`config.mk`:
```
export PLATFORM = sky130hd
export DESIGN_NAME = irq_queue_ctrl
export DESIGN_NICKNAME = d
export VERILOG_FILES = /design/src/rtl/irq_queue_ctrl.sv
export SDC_FILE = /design/constraint.sdc
export NUM_CORES = 1
export LEC_CHECK = 0
export CAP_MARGIN = 30
export CORE_MARGIN = 1
export CORE_UTILIZATION = 47
export DETAILED_ROUTE_END_ITERATION = 10
export PLACE_DENSITY = 0.66
export SLEW_MARGIN = 40
export SYNTH_ARGS = -nofsm -noshare
export SYNTH_HDL_FRONTEND = slang
export SYNTH_SLANG_ARGS = --single-unit
```
`constraint.sdc`:
```
create_clock -name clk -period 16.4 [get_ports clk]
set_input_delay 3.28 -clock clk [delete_from_list [all_inputs] [get_ports clk]]
set_output_delay 3.28 -clock clk [all_outputs]
set_load 0.01 [all_outputs]
```
`src/rtl/irq_queue_ctrl.sv`:
```
// Interrupt capture and queueing controller.
// Captures per-channel interrupt events (edge or level), holds them as pending,
// and feeds a small FIFO of interrupt IDs in round-robin order, with at most one
// queued entry per channel and a sticky flag for lost events.
module irq_queue_ctrl #(
    parameter int unsigned NCH   = 7,
    parameter int unsigned IDW   = 3,
    parameter int unsigned DEPTH = 4,
    parameter int unsigned CW    = 3,
    parameter int unsigned EDGE  = 1
) (
    input  logic           clk,
    input  logic           rst,
    input  logic [NCH-1:0] irq_in,
    input  logic [NCH-1:0] mask,
    input  logic           ack,
    input  logic           clr_ovf,
    output logic           irq_valid,
    output logic [IDW-1:0] irq_id,
    output logic [CW-1:0]  count,
    output logic           overflow
);

    localparam int unsigned PW = (NCH > 1) ? $clog2(NCH) : 1;
    localparam int unsigned QW = $clog2(DEPTH);

    logic [NCH-1:0] prev;
    logic [NCH-1:0] pending;
    logic [NCH-1:0] inq;
    logic [PW-1:0]  rr_ptr;
    logic [QW-1:0]  rd_ptr;
    logic [QW-1:0]  wr_ptr;
    logic [IDW-1:0] queue [DEPTH];

    logic [NCH-1:0] ev_m;
    logic           sel_found;
    logic [PW-1:0]  sel_idx;
    logic           do_pop;
    logic           do_push;
    logic [IDW-1:0] push_id;
    logic [NCH-1:0] push_oh;
    logic [NCH-1:0] pop_oh;
    logic [NCH-1:0] pending_next;
    logic [NCH-1:0] inq_next;
    logic [PW-1:0]  rr_next;
    logic [QW-1:0]  rd_next;
    logic [QW-1:0]  wr_next;
    logic [CW-1:0]  count_next;
    logic [IDW-1:0] head_next;
    logic           ovf_set;

    // Channel reached by stepping k places upward from base, modulo NCH.
    function automatic logic [PW-1:0] ch_at(input logic [PW-1:0] base, input int unsigned k);
        int unsigned s;
        s = (32'(base) + k) % NCH;
        return PW'(s);
    endfunction

    // Queue pointer increment with explicit wrap for non power-of-2 depths.
    function automatic logic [QW-1:0] q_inc(input logic [QW-1:0] p);
        return (p == QW'(DEPTH - 1)) ? '0 : p + QW'(1);
    endfunction

    // Qualified events: rising edge or level, gated by the channel mask.
    always_comb begin
        ev_m = '0;
        if (EDGE != 0) begin
            ev_m = irq_in & ~prev & mask;
        end else begin
            ev_m = irq_in & mask;
        end
    end

    // Round-robin scan for the first pending channel not already queued.
    always_comb begin
        sel_found = 1'b0;
        sel_idx   = '0;
        for (int unsigned k = 0; k < NCH; k++) begin
            if (!sel_found && pending[ch_at(rr_ptr, k)] && !inq[ch_at(rr_ptr, k)]) begin
                sel_found = 1'b1;
                sel_idx   = ch_at(rr_ptr, k);
            end
        end
    end

    // Push/pop decisions and next-state of all queue bookkeeping.
    always_comb begin
        do_pop     = ack && (count != '0);
        do_push    = sel_found && ((count < CW'(DEPTH)) || do_pop);
        push_id    = IDW'(sel_idx) + IDW'(1);
        push_oh    = '0;
        pop_oh     = '0;
        rr_next    = rr_ptr;
        rd_next    = rd_ptr;
        wr_next    = wr_ptr;
        count_next = count;
        head_next  = '0;

        if (do_push) begin
            push_oh = NCH'(1) << sel_idx;
            rr_next = (sel_idx == PW'(NCH - 1)) ? '0 : sel_idx + PW'(1);
            wr_next = q_inc(wr_ptr);
        end
        // Current head ID identifies the channel being released.
        for (int unsigned i = 0; i < NCH; i++) begin
            pop_oh[i] = do_pop && (irq_id == IDW'(i + 1));
        end
        if (do_pop) begin
            rd_next = q_inc(rd_ptr);
        end

        unique case ({do_push, do_pop})
            2'b10:   count_next = count + CW'(1);
            2'b01:   count_next = count - CW'(1);
            default: count_next = count;
        endcase

        // Head after this edge: freshly pushed entry if it lands at the new head.
        if (count_next != '0) begin
            if (do_push && (wr_ptr == rd_next)) begin
                head_next = push_id;
            end else begin
                head_next = queue[rd_next];
            end
        end

        // New events win over the clear from a same-cycle push.
        pending_next = (pending & ~push_oh) | ev_m;
        inq_next     = (inq & ~pop_oh) | push_oh;
        ovf_set      = |(ev_m & pending & ~push_oh);
    end

    // Control state and registered outputs.
    always_ff @(posedge clk or negedge rst) begin
        if (!rst) begin
            prev      <= '0;
            pending   <= '0;
            inq       <= '0;
            rr_ptr    <= '0;
            rd_ptr    <= '0;
            wr_ptr    <= '0;
            count     <= '0;
            overflow  <= 1'b0;
            irq_valid <= 1'b0;
            irq_id    <= '0;
        end else begin
            prev      <= irq_in;
            pending   <= pending_next;
            inq       <= inq_next;
            rr_ptr    <= rr_next;
            rd_ptr    <= rd_next;
            wr_ptr    <= wr_next;
            count     <= count_next;
            irq_valid <= (count_next != '0);
            irq_id    <= head_next;
            if (ovf_set) begin
                overflow <= 1'b1;
            end else if (clr_ovf) begin
                overflow <= 1'b0;
            end
        end
    end

    // ID storage; contents are meaningless while the slot is unoccupied.
    always_ff @(posedge clk) begin
        if (do_push) begin
            queue[wr_ptr] <= push_id;
        end
    end

endmodule

```
======== Yosys cells after proc, flatten, opt, wreduce, memory -nomap -nowiden ========
Memories as Yosys holds them, arrays and structs flattened.
Index checks and enable logic that the tools add are counted.
cells by class
  add/subtract/negate cells ............... 11
  div/mod/pow operators ................... 7
  magnitude comparators ................... 8
  eq/ne operators ......................... 13
  shift operators ......................... 1
  multiplexer cells ....................... 54
  bitwise operators ....................... 11
  reduce and logical (&&, ||, !) cells .... 41
operator list
  operator                                                     number
  remainder unit 32 x 3 -> 32 bit (second input constant)      6
  bitwise AND 7 bit                                            6
  binary-select mux 1 bit (select 3 bit)                       14
  remainder unit 3 x 3 -> 32 bit (second input constant)       1
  2-to-1 mux 3 bit                                             10
  less-than comparator 3 x 4 -> 1 bit (second input constant)  7
  2-to-1 mux 1 bit                                             25
  logical AND 1 bit                                            23
  NOT 7 bit                                                    3
  equality test 3 bit (second input constant)                  5
  OR 7 bit                                                     2
  logical NOT 1 bit                                            13
  adder 3 x 3 -> 4 bit (second input constant)                 3
  adder 3 x 2 -> 4 bit (second input constant)                 2
  2-to-1 mux 7 bit                                             1
  OR reduction 7 bit                                           1
  << shifter 1 x 3 -> 7 bit (first input constant)             1
  adder 3 x 1 -> 3 bit (second input constant)                 2
  equality test 2 bit (second input constant)                  3
  equality test 3 x 2 -> 1 bit (second input constant)         2
  2-to-1 mux 2 bit                                             3
  case mux 3 bit (2 select lines)                              1
  nonzero test 3 bit                                           2
  adder 2 x 1 -> 2 bit (second input constant)                 2
  8 further kinds                                              8
storage, ports and cells
  register bits ........................... 36
  bits in writable memories ............... 12
  input port bits ......................... 18
  output and inout port bits .............. 8
  logic and storage cells ................. 157
  memories ................................ 1
memory list
  name   words  width  read ports  clocked after memory_dff  write ports  RTL line  source
  queue  4      3      1           0                         1            33        logic [IDW-1:0] queue [DEPTH];

======== Logic depth before layout (Yosys ltp) ========
Gate-level depths: netlist of run 1.
  depth after elaboration ................. 36
  depth in mapped cells ................... 28
  gate-level depth less buffers ........... 26

======== Least setup slack after synthesis of run 1 ========
No wires, ideal clock.
  path type ............................... register to register
  from .................................... register rr_ptr[1]
  to ...................................... register irq_id[0]
  library setup time ...................... 0.134 ns
  data arrival time ....................... 5.280 ns
  data required time ...................... 16.266 ns
  setup slack ............................. 10.986 ns
  stages on the path, launching flop included .. 28
  buffers on the path ..................... 2
  period minus slack after synthesis ...... 5.414 ns
  path through ............................ dfrtp_1 buf_2 inv_1 ha_1 xnor2_2 ha_1 ha_1 a31oi_1 xnor2_1 ha_1 clkbuf_1 o211a_4 o21a_1 nor3_1 o32a_1 o21ai_2 nand2_2 a2bb2oi_4 inv_4 ha_1 inv_1 fa_1 xor2_1 nor2_1 xnor2_1 inv_1 nor3_1 nor2_1
on the way
  longest elaborated chain between the ends .. 35
  elaborated cells on any way between the ends .. 90
  classes of those cells .................. add/sub: 7; div: 7; eq/ne: 2; mux: 45; reduce/logical: 29
RTL lines
  item                                                                                      RTL line  source
  start: declaration                                                                        30        logic [PW-1:0] rr_ptr;
  start signal: assignment                                                                  150       rr_ptr <= rr_next;
  parallel branches: the longest is 29 deep, another holds remainder unit 32 x 3 -> 32 bit  -
  2-to-1 mux 1 bit *                                                                        79        if (!sel_found && pending[ch_at(rr_ptr, k)] && !inq[ch_at(rr_ptr, k)]) begin
  logical AND 1 bit *                                                                       89        do_push = sel_found && ((count < CW'(DEPTH)) || do_pop);
  equality test 2 x 1 -> 1 bit or equality test 2 bit (tied branches)                       112       unique case ({do_push, do_pop})
  case mux 3 bit (2 select lines) *                                                         112
  net count_next[2]                                                                         48        logic [CW-1:0] count_next;
  nonzero test 3 bit *                                                                      119       if (count_next != '0) begin
  2-to-1 mux 3 bit *                                                                        119
  net head_next[0]                                                                          49        logic [IDW-1:0] head_next;
  end signal: assignment                                                                    155       irq_id <= head_next;
  end: declaration                                                                          19        output logic [IDW-1:0] irq_id,
Mark *: on every way through the listed nets, which the timed path passes. The select of a mux whose other input is x is not followed.
A chain may end at the register's enable or synchronous reset.

======== Final worst setup path of run 1 ========
  from .................................... register rr_ptr[1]
  to ...................................... register irq_id[2]
Same word-level chain as after synthesis.

==> results of run 1 <==
logic make-up after synthesis:
logic type	count (synthesis)
adders and majority gates	33
and+or+nand+nor	138
xor gates and xnor gates	19
muxes	37
DFF	48
AOI/OAI and AO/OA	110
buffers and inverters	52
state kept, by name (all words and copies together) (netlist names), 2 cells and up:
signal and cells:
rd_ptr 2, count 3, rr_ptr 3, pending 7, irq_id 3, inq 7, queue 12, wr_ptr 2
prev 7
final cells by class:
type,instances,area [um^2]
fillers,744,3790
multi-input cells,337,2580
flip-flops and latches,48,1260
repair buffers,27,263
inverters,41,156
well taps,105,131
clock buffers,5,68.8
clock inverters,3,46.3
per-layer routing:
| layer | vias up | global-route usage (%) | routed length, um |
|---|---|---|---|
| met2 | 76 | 37.8 | 4530 |
| met4 | 0 | 6.44 | 104 |
| met3 | 7 | 1.85 | 274 |
| li1 | 1630 | - | - |
| met1 | 1568 | 27.7 | 4100 |
| met5 | - | 0 | 0 |
worst max-delay path, cell delays in order, from the launching register on:
cell and delay [ps]:
dfrtp_1 720, inv_1 310, ha_1 390, xnor2_2 400, ha_1 220, ha_1 270, a31oi_1 90, xnor2_1 170
ha_1 310, nor3_2 370, o21a_1 190, nor3_1 70, o32a_1 370, o21ai_2 280, nand2_2 130, a2bb2oi_4 230
inv_4 150, ha_1 190, inv_1 60, fa_1 370, xor2_1 150, nor2_1 110, xnor2_1 120, inv_1 60
nor3_1 360, nor2_1 100
through the flow:
| stage | cells | hold slack (ps) | setup slack [ps] | instance area, um^2 | utilization, % |
|---|---|---|---|---|---|
| 5_1_grt | 566 | 472 | 9570 | 4510 | 54.3 |
| 6_report | 566 | 456 | 10090 | 4510 | 54.3 |
| 2_1_floorplan | 437 | 417 | 10990 | 4050 | - |
| 3_5_place_dp | 558 | 439 | 10190 | 4390 | 52.9 |
| 3_3_place_gp | 558 | 427 | 10480 | 4390 | 52.9 |
| 4_1_cts | 566 | 453 | 10160 | 4500 | 54.3 |
cell usage after synthesis (4+ instances only):
library cell  count
buf_2             5
clkbuf_1          5
o22ai_1           7
a21oi_1          16
a211oi_1          8
nand4_1           5
nand3_1           9
a31oi_1           7
o31ai_1           5
nor2_1           23
o21ai_0          21
mux2_2            5
xnor2_1          13
edfxtp_1         12
nor2b_1           8
a21o_1           11
dfrtp_1          36
and2_1            4
mux2i_1          23
nand2_1          42
nor3_1           15
inv_1            40
mux4_2            4
nand2b_1         12
ha_1             32
or3_1             6
worst max-delay path by stage:
| stage | from | endpoint | slack (ps) |
|---|---|---|---|
| after detailed placement | rr_ptr[1] | irq_id[2] | 10190 |
| after CTS | rr_ptr[1] | irq_id[2] | 10160 |
| after floorplan | rr_ptr[1] | irq_id[0] | 10990 |
| after global placement | rr_ptr[1] | irq_id[1] | 10480 |
| after global routing | rr_ptr[1] | irq_id[1] | 9570 |
| final | rr_ptr[1] | irq_id[2] | 10090 |
==> results.py, run 1 <==
metrics = {
    "global_route": {
        "grt-ovfl-total": 0,
        "grt_pass1_vias": 3129,
        "antenna_found_initial": 0,
        "grtUsageTotal_pct": 21.4,
        "grt_pass1_wl_um": 15000,
        "grt_max_degree": 37,
    },
    "synth": {
        "yosys.area.top_type": "dfrtp_1",
        "muxShareOfSynthArea_pct": 10.9,
        "synth-adder-area-share_pct": 10.4,
        "ys_types": 69,
        "async_reset_ff_share_pct": 75.0,
        "yosys_warnings": 0,
        "synth_top_family_by_area": "compound AO/OA/AOI/OAI gates",
        "synth_area_um2": 4050,
        "synth-simple-area-share_pct": 17.4,
        "synth_xor_area_share_pct": 4.66,
        "synth_edf_count": 12,
        "ys_seq_area_share_pct": 31.1,
        "mappedNetlistNets": 488,
        "synth.area.top_cells": "dfrtp_1 22%, ha_1 9.9%, edfxtp_1 8.9%",
        "synth.avg_cell_area_um2": 9.27,
        "synth-compound-area-share_pct": 20.3,
        "yosysTopAreaCellShare_pct": 22.2,
        "synth_ff_type": "dfrtp_1",
        "ys_ff_latch": 48,
        "syn_inst": 437,
    },
    "min_path": {
        "min_path_type": "register to register",
        "hold_start": "prev[4]",
        "hold_depth": 1,
        "whs_endpoint": "pending[4]",
    },
    "die": {
        "initial_utilization_pct": 48.8,
        "die_y_um": 94.8,
        "coreArea_um2": 8300,
        "pin_count": 26,
        "rows": 33,
        "die_x_um": 94.8,
        "die_area_um2": 9000,
    },
    "route": {
        "routedWlPerCell_um": 15.9,
        "postRouteAntennaNets": 0,
        "drc": 0,
        "drtIter0Drc": 141,
        "routed_wl_um": 9000,
        "via_count": 3281,
        "viasPerCell": 5.80,
        "dr.pass1.iters": 4,
    },
    "worst_setup_path": {
        "r2r-end": "irq_id[2]",
        "r2r_start": "rr_ptr[1]",
        "cp.required_ps": 16570,
        "end_kind": "register",
        "timing_worst_setup_path_type": "register to register",
        "start_kind": "register",
        "r2r_cells": 25,
        "cp_max_fo": 19,
        "cp_data_arrival_time_ps": 6490,
        "r2r_slack_ps": 10090,
    },
    "final_layout": {
        "drive_above_1_share_pct": 9.54,
        "n_antenna_cell": 0,
        "fin_nets": 511,
        "final_cell_mix": "42 x nand2_1, 40 x inv_1, 36 x dfrtp_1",
        "layout_commonest_cell": "nand2_1",
        "syn2layout_area_growth_pct": 11.2,
    },
    "sta": {
        "hold_violations": 0,
        "fin_crit_ps": 6310,
        "setup-violations-final": 0,
        "tns_ps": 0,
        "skew_ps": 3.42,
        "tightest_slew_ps": 789,
        "max_freq_mhz": 158,
        "fin_crit_sh_pct": 38.5,
        "rsz0062_at_grt": "no",
        "drv_slew": 0,
        "slew_headroom_pct": 45.9,
    },
    "clocking": {
        "ctsResizeCount": 0,
        "cts.clk_slew.worst_paths_ps": 90,
        "cts_sinks": 48,
        "cts_tree": "done",
        "cts_setup_buffers": 0,
        "cts.path.max_buffers": 2,
        "root_buffer": "clkbuf_8",
        "clk_latency_ps": 300,
        "cts_buffers": 5,
        "cts_hold_buf": 0,
        "htreeDepth": 2,
    },
    "place": {
        "port_buffers": 25,
        "place_hpwl_um": 7070,
        "place.gp.congestion": 0.865,
    },
    "flow_run": {
        "maxCapViolCount": 0,
    },
    "outcome": {
        "status": "completed",
    },
}
Power of run 1 is left out: the tool's default activity adds up to more than one toggle a clock period on the data nets, which glitch-free logic cannot reach.
==> inputs of run 2 (changes only) <==
==> constraint.sdc (replaced) <==
create_clock -name clk -period 6.1 [get_ports clk]
set_input_delay 1.22 -clock clk [delete_from_list [all_inputs] [get_ports clk]]
set_output_delay 1.22 -clock clk [all_outputs]
set_load 0.01 [all_outputs]
==> run 2 against run 1 <==
Worst hold slack worse by 7.0 ps. Final cell count increased by 0.35%. Highest routed layer unchanged. Final area is 1.1% higher. Critical endpoint is now irq_id[0]. Global-route usage increased by 1.8 points. Non-clock buffer count is 2 higher. Count of clock-buffer cells in the layout rose by 1.
==> results.py, run 2 (synthesized netlist as in run 1, its figures left out) <==
metrics = {
    "outcome": {
        "status": "completed",
    },
    "global_route": {
        "grt_max_degree": 37,
        "grtUsageTotal_pct": 23.2,
        "grt-ovfl-total": 0,
        "grt_pass1_wl_um": 16000,
        "antenna_found_initial": 0,
        "grt_pass1_vias": 3256,
    },
    "die": {
        "coreArea_um2": 8300,
        "rows": 33,
        "die_x_um": 94.8,
        "pin_count": 26,
        "initial_utilization_pct": 48.8,
        "die_area_um2": 9000,
        "die_y_um": 94.8,
    },
    "clocking": {
        "root_buffer": "clkbuf_8",
        "cts.path.max_buffers": 2,
        "cts_hold_buf": 0,
        "cts_setup_buffers": 0,
        "cts_tree": "done",
        "clk_latency_ps": 310,
        "cts_buffers": 5,
        "cts.clk_slew.worst_paths_ps": 90,
        "cts_sinks": 48,
        "htreeDepth": 2,
    },
    "flow_run": {
        "maxCapViolCount": 0,
    },
    "sta": {
        "slew_headroom_pct": 58.8,
        "rsz0062_at_grt": "no",
        "hold_violations": 0,
        "tightest_slew_ps": 618,
        "fin_crit_sh_pct": 90.9,
        "drv_slew": 0,
        "fin_crit_ps": 5540,
        "tns_ps": 0,
        "max_freq_mhz": 180,
        "setup-violations-final": 0,
        "skew_ps": 6.61,
    },
    "worst_setup_path": {
        "timing_worst_setup_path_type": "register to register",
        "start_kind": "register",
        "r2r_cells": 25,
        "cp_max_fo": 9,
        "end_kind": "register",
        "cp.required_ps": 6290,
        "cp_data_arrival_time_ps": 5740,
    },
    "place": {
        "place_hpwl_um": 7410,
        "place.gp.congestion": 0.876,
        "port_buffers": 25,
    },
    "final_layout": {
        "n_antenna_cell": 0,
        "fin_nets": 513,
        "layout_commonest_cell": "nand2_1",
        "drive_above_1_share_pct": 10.8,
        "final_cell_mix": "42 x nand2_1, 40 x inv_1, 36 x dfrtp_1",
        "largest_reg_flops": 12,
        "syn2layout_area_growth_pct": 12.5,
        "regMostFlops": "queue",
    },
    "route": {
        "routed_wl_um": 9660,
        "drc": 0,
        "postRouteAntennaNets": 0,
        "routedWlPerCell_um": 17.0,
        "dr.pass1.iters": 5,
        "viasPerCell": 5.86,
        "drtIter0Drc": 171,
        "via_count": 3327,
    },
    "min_path": {
        "hold_depth": 1,
        "min_path_type": "register to register",
    },
}
run 2: final cells by class:
class | count | area, um^2
clock buffers | 6 | 72.6
clock inverters | 2 | 60.1
fillers | 761 | 3740
inverters | 41 | 156
multi-input cells | 337 | 2600
flip-flops and latches | 48 | 1260
well taps | 105 | 131
repair buffers | 29 | 278
run 2: final timing paths:
| path | start | to | slack (ps) |
|---|---|---|---|
| setup / recovery | rr_ptr[1] | irq_id[0] | 560 |
| hold / removal | prev[4] | pending[4] | 450 |
| setup reg to reg | rr_ptr[1] | irq_id[0] | 560 |
| hold reg to reg | prev[4] | pending[4] | 450 |
| max in group asynchronous | rst | inq[3] | 4890 |
| min in group asynchronous | rst | rd_ptr[1] | 860 |
run 2: metrics by stage:
stage | utilization (%) | setup WS (ps) | hold slack (ps) | area [um^2] | cells
4_1_cts | 54.7 | 288 | 441 | 4540 | 568
3_5_place_dp | 53.1 | 338 | 430 | 4410 | 560
6_report | 54.9 | 556 | 449 | 4560 | 568
2_1_floorplan | - | 686 | 417 | 4050 | 437
5_1_grt | 54.9 | 5.98 | 460 | 4560 | 568
3_3_place_gp | 53.1 | 605 | 426 | 4400 | 560
run 2: worst max-delay path: stages, from the launching register on:
cell	delay (ps)
dfrtp_1	390
inv_1	230
ha_1	400
xnor2_2	200
ha_1	250
ha_1	260
a31oi_1	230
xnor2_1	180
ha_2	320
o211a_4	230
o21a_1	150
nor3_1	60
o32a_1	360
o21ai_2	310
nand2_2	130
a2bb2oi_4	170
inv_4	110
ha_1	210
inv_1	80
fa_1	370
xor2_1	160
nor2_1	110
xnor2_1	120
inv_1	90
nor3_2	210
nor2_1	90
run 2: what timing repair did:
item | CTS | global route
gates resized for setup | 0 | 3
hold endpoints to repair | 0 | 0
endpoints found under the setup margin | 0 | 5
run 2: layer usage:
layer	vias to the layer above	wire length, um	track usage, %
li1	1637	-	-
met1	1593	4250	28.3
met2	82	4860	42.2
met3	15	384	2.74
met4	0	166	7.45
met5	-	0	0
Power of run 2 is left out for the same reason.
==> inputs of run 3 (changes only) <==
--- a/config.mk
+++ b/config.mk
@@ -5,11 +5,14 @@
 export SDC_FILE = /design/constraint.sdc
 export NUM_CORES = 1
 export LEC_CHECK = 0
+export ABC_AREA = 1
+export ABC_CLOCK_PERIOD_IN_PS = 6100
 export CAP_MARGIN = 30
 export CORE_MARGIN = 1
 export CORE_UTILIZATION = 47
 export DETAILED_ROUTE_END_ITERATION = 10
 export PLACE_DENSITY = 0.66
+export REMOVE_ABC_BUFFERS = 1
 export SLEW_MARGIN = 40
 export SYNTH_ARGS = -nofsm -noshare
 export SYNTH_HDL_FRONTEND = slang
==> run 3 against run 2 <==
Sequential share of layout area down 0.091 points. Synthesized area up 0.86%. Critical endpoint is now irq_id[2]. First-iteration DRC count up 29%. Non-clock buffer count down 2. Critical path depth up 4. Flip-flop and latch count unchanged. Via count up 14%. Synthesized cell count up 31%. Largest cell class unchanged. Register-to-register slack better by 190 ps. Final cell count up 24%. Critical path type unchanged. Fmax up 3.6%.
==> results.py, run 3 <==
metrics = {
    "outcome": {
        "status": "completed",
    },
    "route": {
        "via_count": 3792,
        "viasPerCell": 5.36,
        "drc": 0,
        "routed_wl_um": 10800,
        "postRouteAntennaNets": 0,
        "drtIter0Drc": 220,
        "routedWlPerCell_um": 15.3,
        "dr.pass1.iters": 5,
    },
    "worst_setup_path": {
        "cpPeakStageDelay_ps": 530,
        "cp_max_fo": 13,
        "cp.required_ps": 6280,
        "r2r_cells": 29,
        "worst_path_max_delay_cell": "dfrtp_1",
        "cp_data_arrival_time_ps": 5540,
        "end_kind": "register",
        "timing.critical_path.mode_cell": "ha_1",
        "timing_worst_setup_path_type": "register to register",
        "start_kind": "register",
    },
    "final_layout": {
        "seqCellArea_um2": 1260,
        "multi_input_area_um2": 2390,
        "layout_commonest_cell": "nand2_1",
        "regMostFlops": "queue",
        "syn2layout_area_growth_pct": 11.9,
        "final_cell_mix": "127 x nand2_1, 84 x inv_1, 57 x nand3_1",
        "drive_above_1_share_pct": 10.6,
        "nFillCells": 811,
        "fin_nets": 652,
        "largest_reg_flops": 12,
        "n_antenna_cell": 0,
    },
    "clocking": {
        "ctsResizeCount": 0,
        "cts.path.max_buffers": 2,
        "cts_setup_buffers": 0,
        "root_buffer": "clkbuf_8",
        "cts_sinks": 48,
        "cts_tree": "done",
        "htreeDepth": 2,
        "cts_hold_buf": 0,
        "cts.clk_slew.worst_paths_ps": 90,
        "clk_latency_ps": 300,
        "cts_buffers": 5,
    },
    "sta": {
        "tightest_slew_ps": 627,
        "setup-violations-final": 0,
        "layout_setup_ws_ps": 746,
        "hold_violations": 0,
        "max_freq_mhz": 187,
        "drv_slew": 0,
        "skew_ps": 7.75,
        "tns_ps": 0,
        "rsz0062_at_grt": "no",
        "fin_crit_ps": 5350,
        "slew_headroom_pct": 57.7,
        "fin_crit_sh_pct": 87.8,
    },
    "die": {
        "pin_count": 26,
        "coreArea_um2": 8300,
        "die_y_um": 95.2,
        "initial_utilization_pct": 49.2,
        "die_x_um": 95.2,
        "rows": 33,
        "die_area_um2": 9070,
    },
    "place": {
        "place_hpwl_um": 8760,
        "preCtsSetupSlack_ps": 788,
        "place.gp.congestion": 0.897,
        "port_buffers": 25,
    },
    "flow_run": {
        "maxCapViolCount": 0,
    },
    "global_route": {
        "grtUsageTotal_pct": 25.9,
        "grt_max_degree": 23,
        "grt_pass1_vias": 3761,
        "grt-ovfl-total": 0,
        "antenna_found_initial": 0,
        "grt_pass1_wl_um": 18000,
    },
    "synth": {
        "ys_types": 47,
        "ys_seq_area_share_pct": 30.9,
        "ys_top_cells_by_count": "127 x nand2_1, 84 x inv_1, 57 x nand3_1",
        "synth_ff_type": "dfrtp_1",
        "ys_ff_latch": 48,
        "synth_area_um2": 4090,
        "synthMostInstantiatedCell": "nand2_1",
        "yosys_warnings": 0,
        "syn_inst": 574,
        "synth_edf_count": 12,
        "yosysTopAreaCellShare_pct": 22.0,
        "yosys.area.top_type": "dfrtp_1",
        "synth.avg_cell_area_um2": 7.12,
        "synth.area.top_cells": "dfrtp_1 22%, nand2_1 12%, ha_1 9.8%",
        "async_reset_ff_share_pct": 75.0,
    },
    "min_path": {
        "hold_depth": 2,
        "min_path_type": "register to register",
    },
}
-- run 3: per-stage QoR --
stage          cells  cell area [um^2]  hold WS [ps]  utilization, %
2_1_floorplan    567              4040           464               -
3_3_place_gp     698              4420           507            53.3
3_5_place_dp     699              4450           502            53.6
4_1_cts          707              4570           529            55.1
5_1_grt          707              4570           545            55.1
6_report         707              4570           524            55.1
-- run 3: cells by family (layout without fill, tap and decap cells) --
group,Yosys count,after routing,synth area share (%)
AND/OR/NAND/NOR,275,275,31.6
buffers and inverters,111,139,10.7
AO/OA/AOI/OAI,98,98,14.4
flip-flops,48,48,30.9
adder cells (fa/ha/maj),33,33,10.3
XOR/XNOR,9,9,2.11
-- run 3: final cells by class --
class,count,area share [%]
Tap cell,105,2.87
Clock buffer,6,1.81
Timing Repair Buffer,27,6.13
Sequential cell,48,27.6
Inverter,104,8.54
Multi-Input combinational cell,415,52.2
Clock inverter,2,0.848
-- run 3: final timing paths --
path | startpoint | endpoint | slack [ps]
max | rr_ptr[1] | irq_id[2] | 750
min reg2reg | prev[6] | pending[6] | 520
min | prev[6] | pending[6] | 520
min in group asynchronous | rst | pending[2] | 820
max reg2reg | rr_ptr[1] | irq_id[2] | 750
max in group asynchronous | rst | count[0] | 4820
-- run 3: critical path, delay by kind of cell, from the launching register on --
family,cells,cell delay (ps)
xor+xnor,2,370
flops,1,530
compound gates,5,570
fa+ha+maj,6,1640
buf+inv,5,660
simple gates,11,1450
-- run 3: per-layer routing --
metal / global-route usage (%) / up-vias / share of wire (%)
li1: - / 1924 / -
met1: 33.7 / 1757 / 45
met2: 43.9 / 95 / 49
met3: 3.91 / 16 / 4.4
met4: 8.33 / 0 / 2.2
met5: 0 / - / 0
Power of run 3 is left out for the same reason.
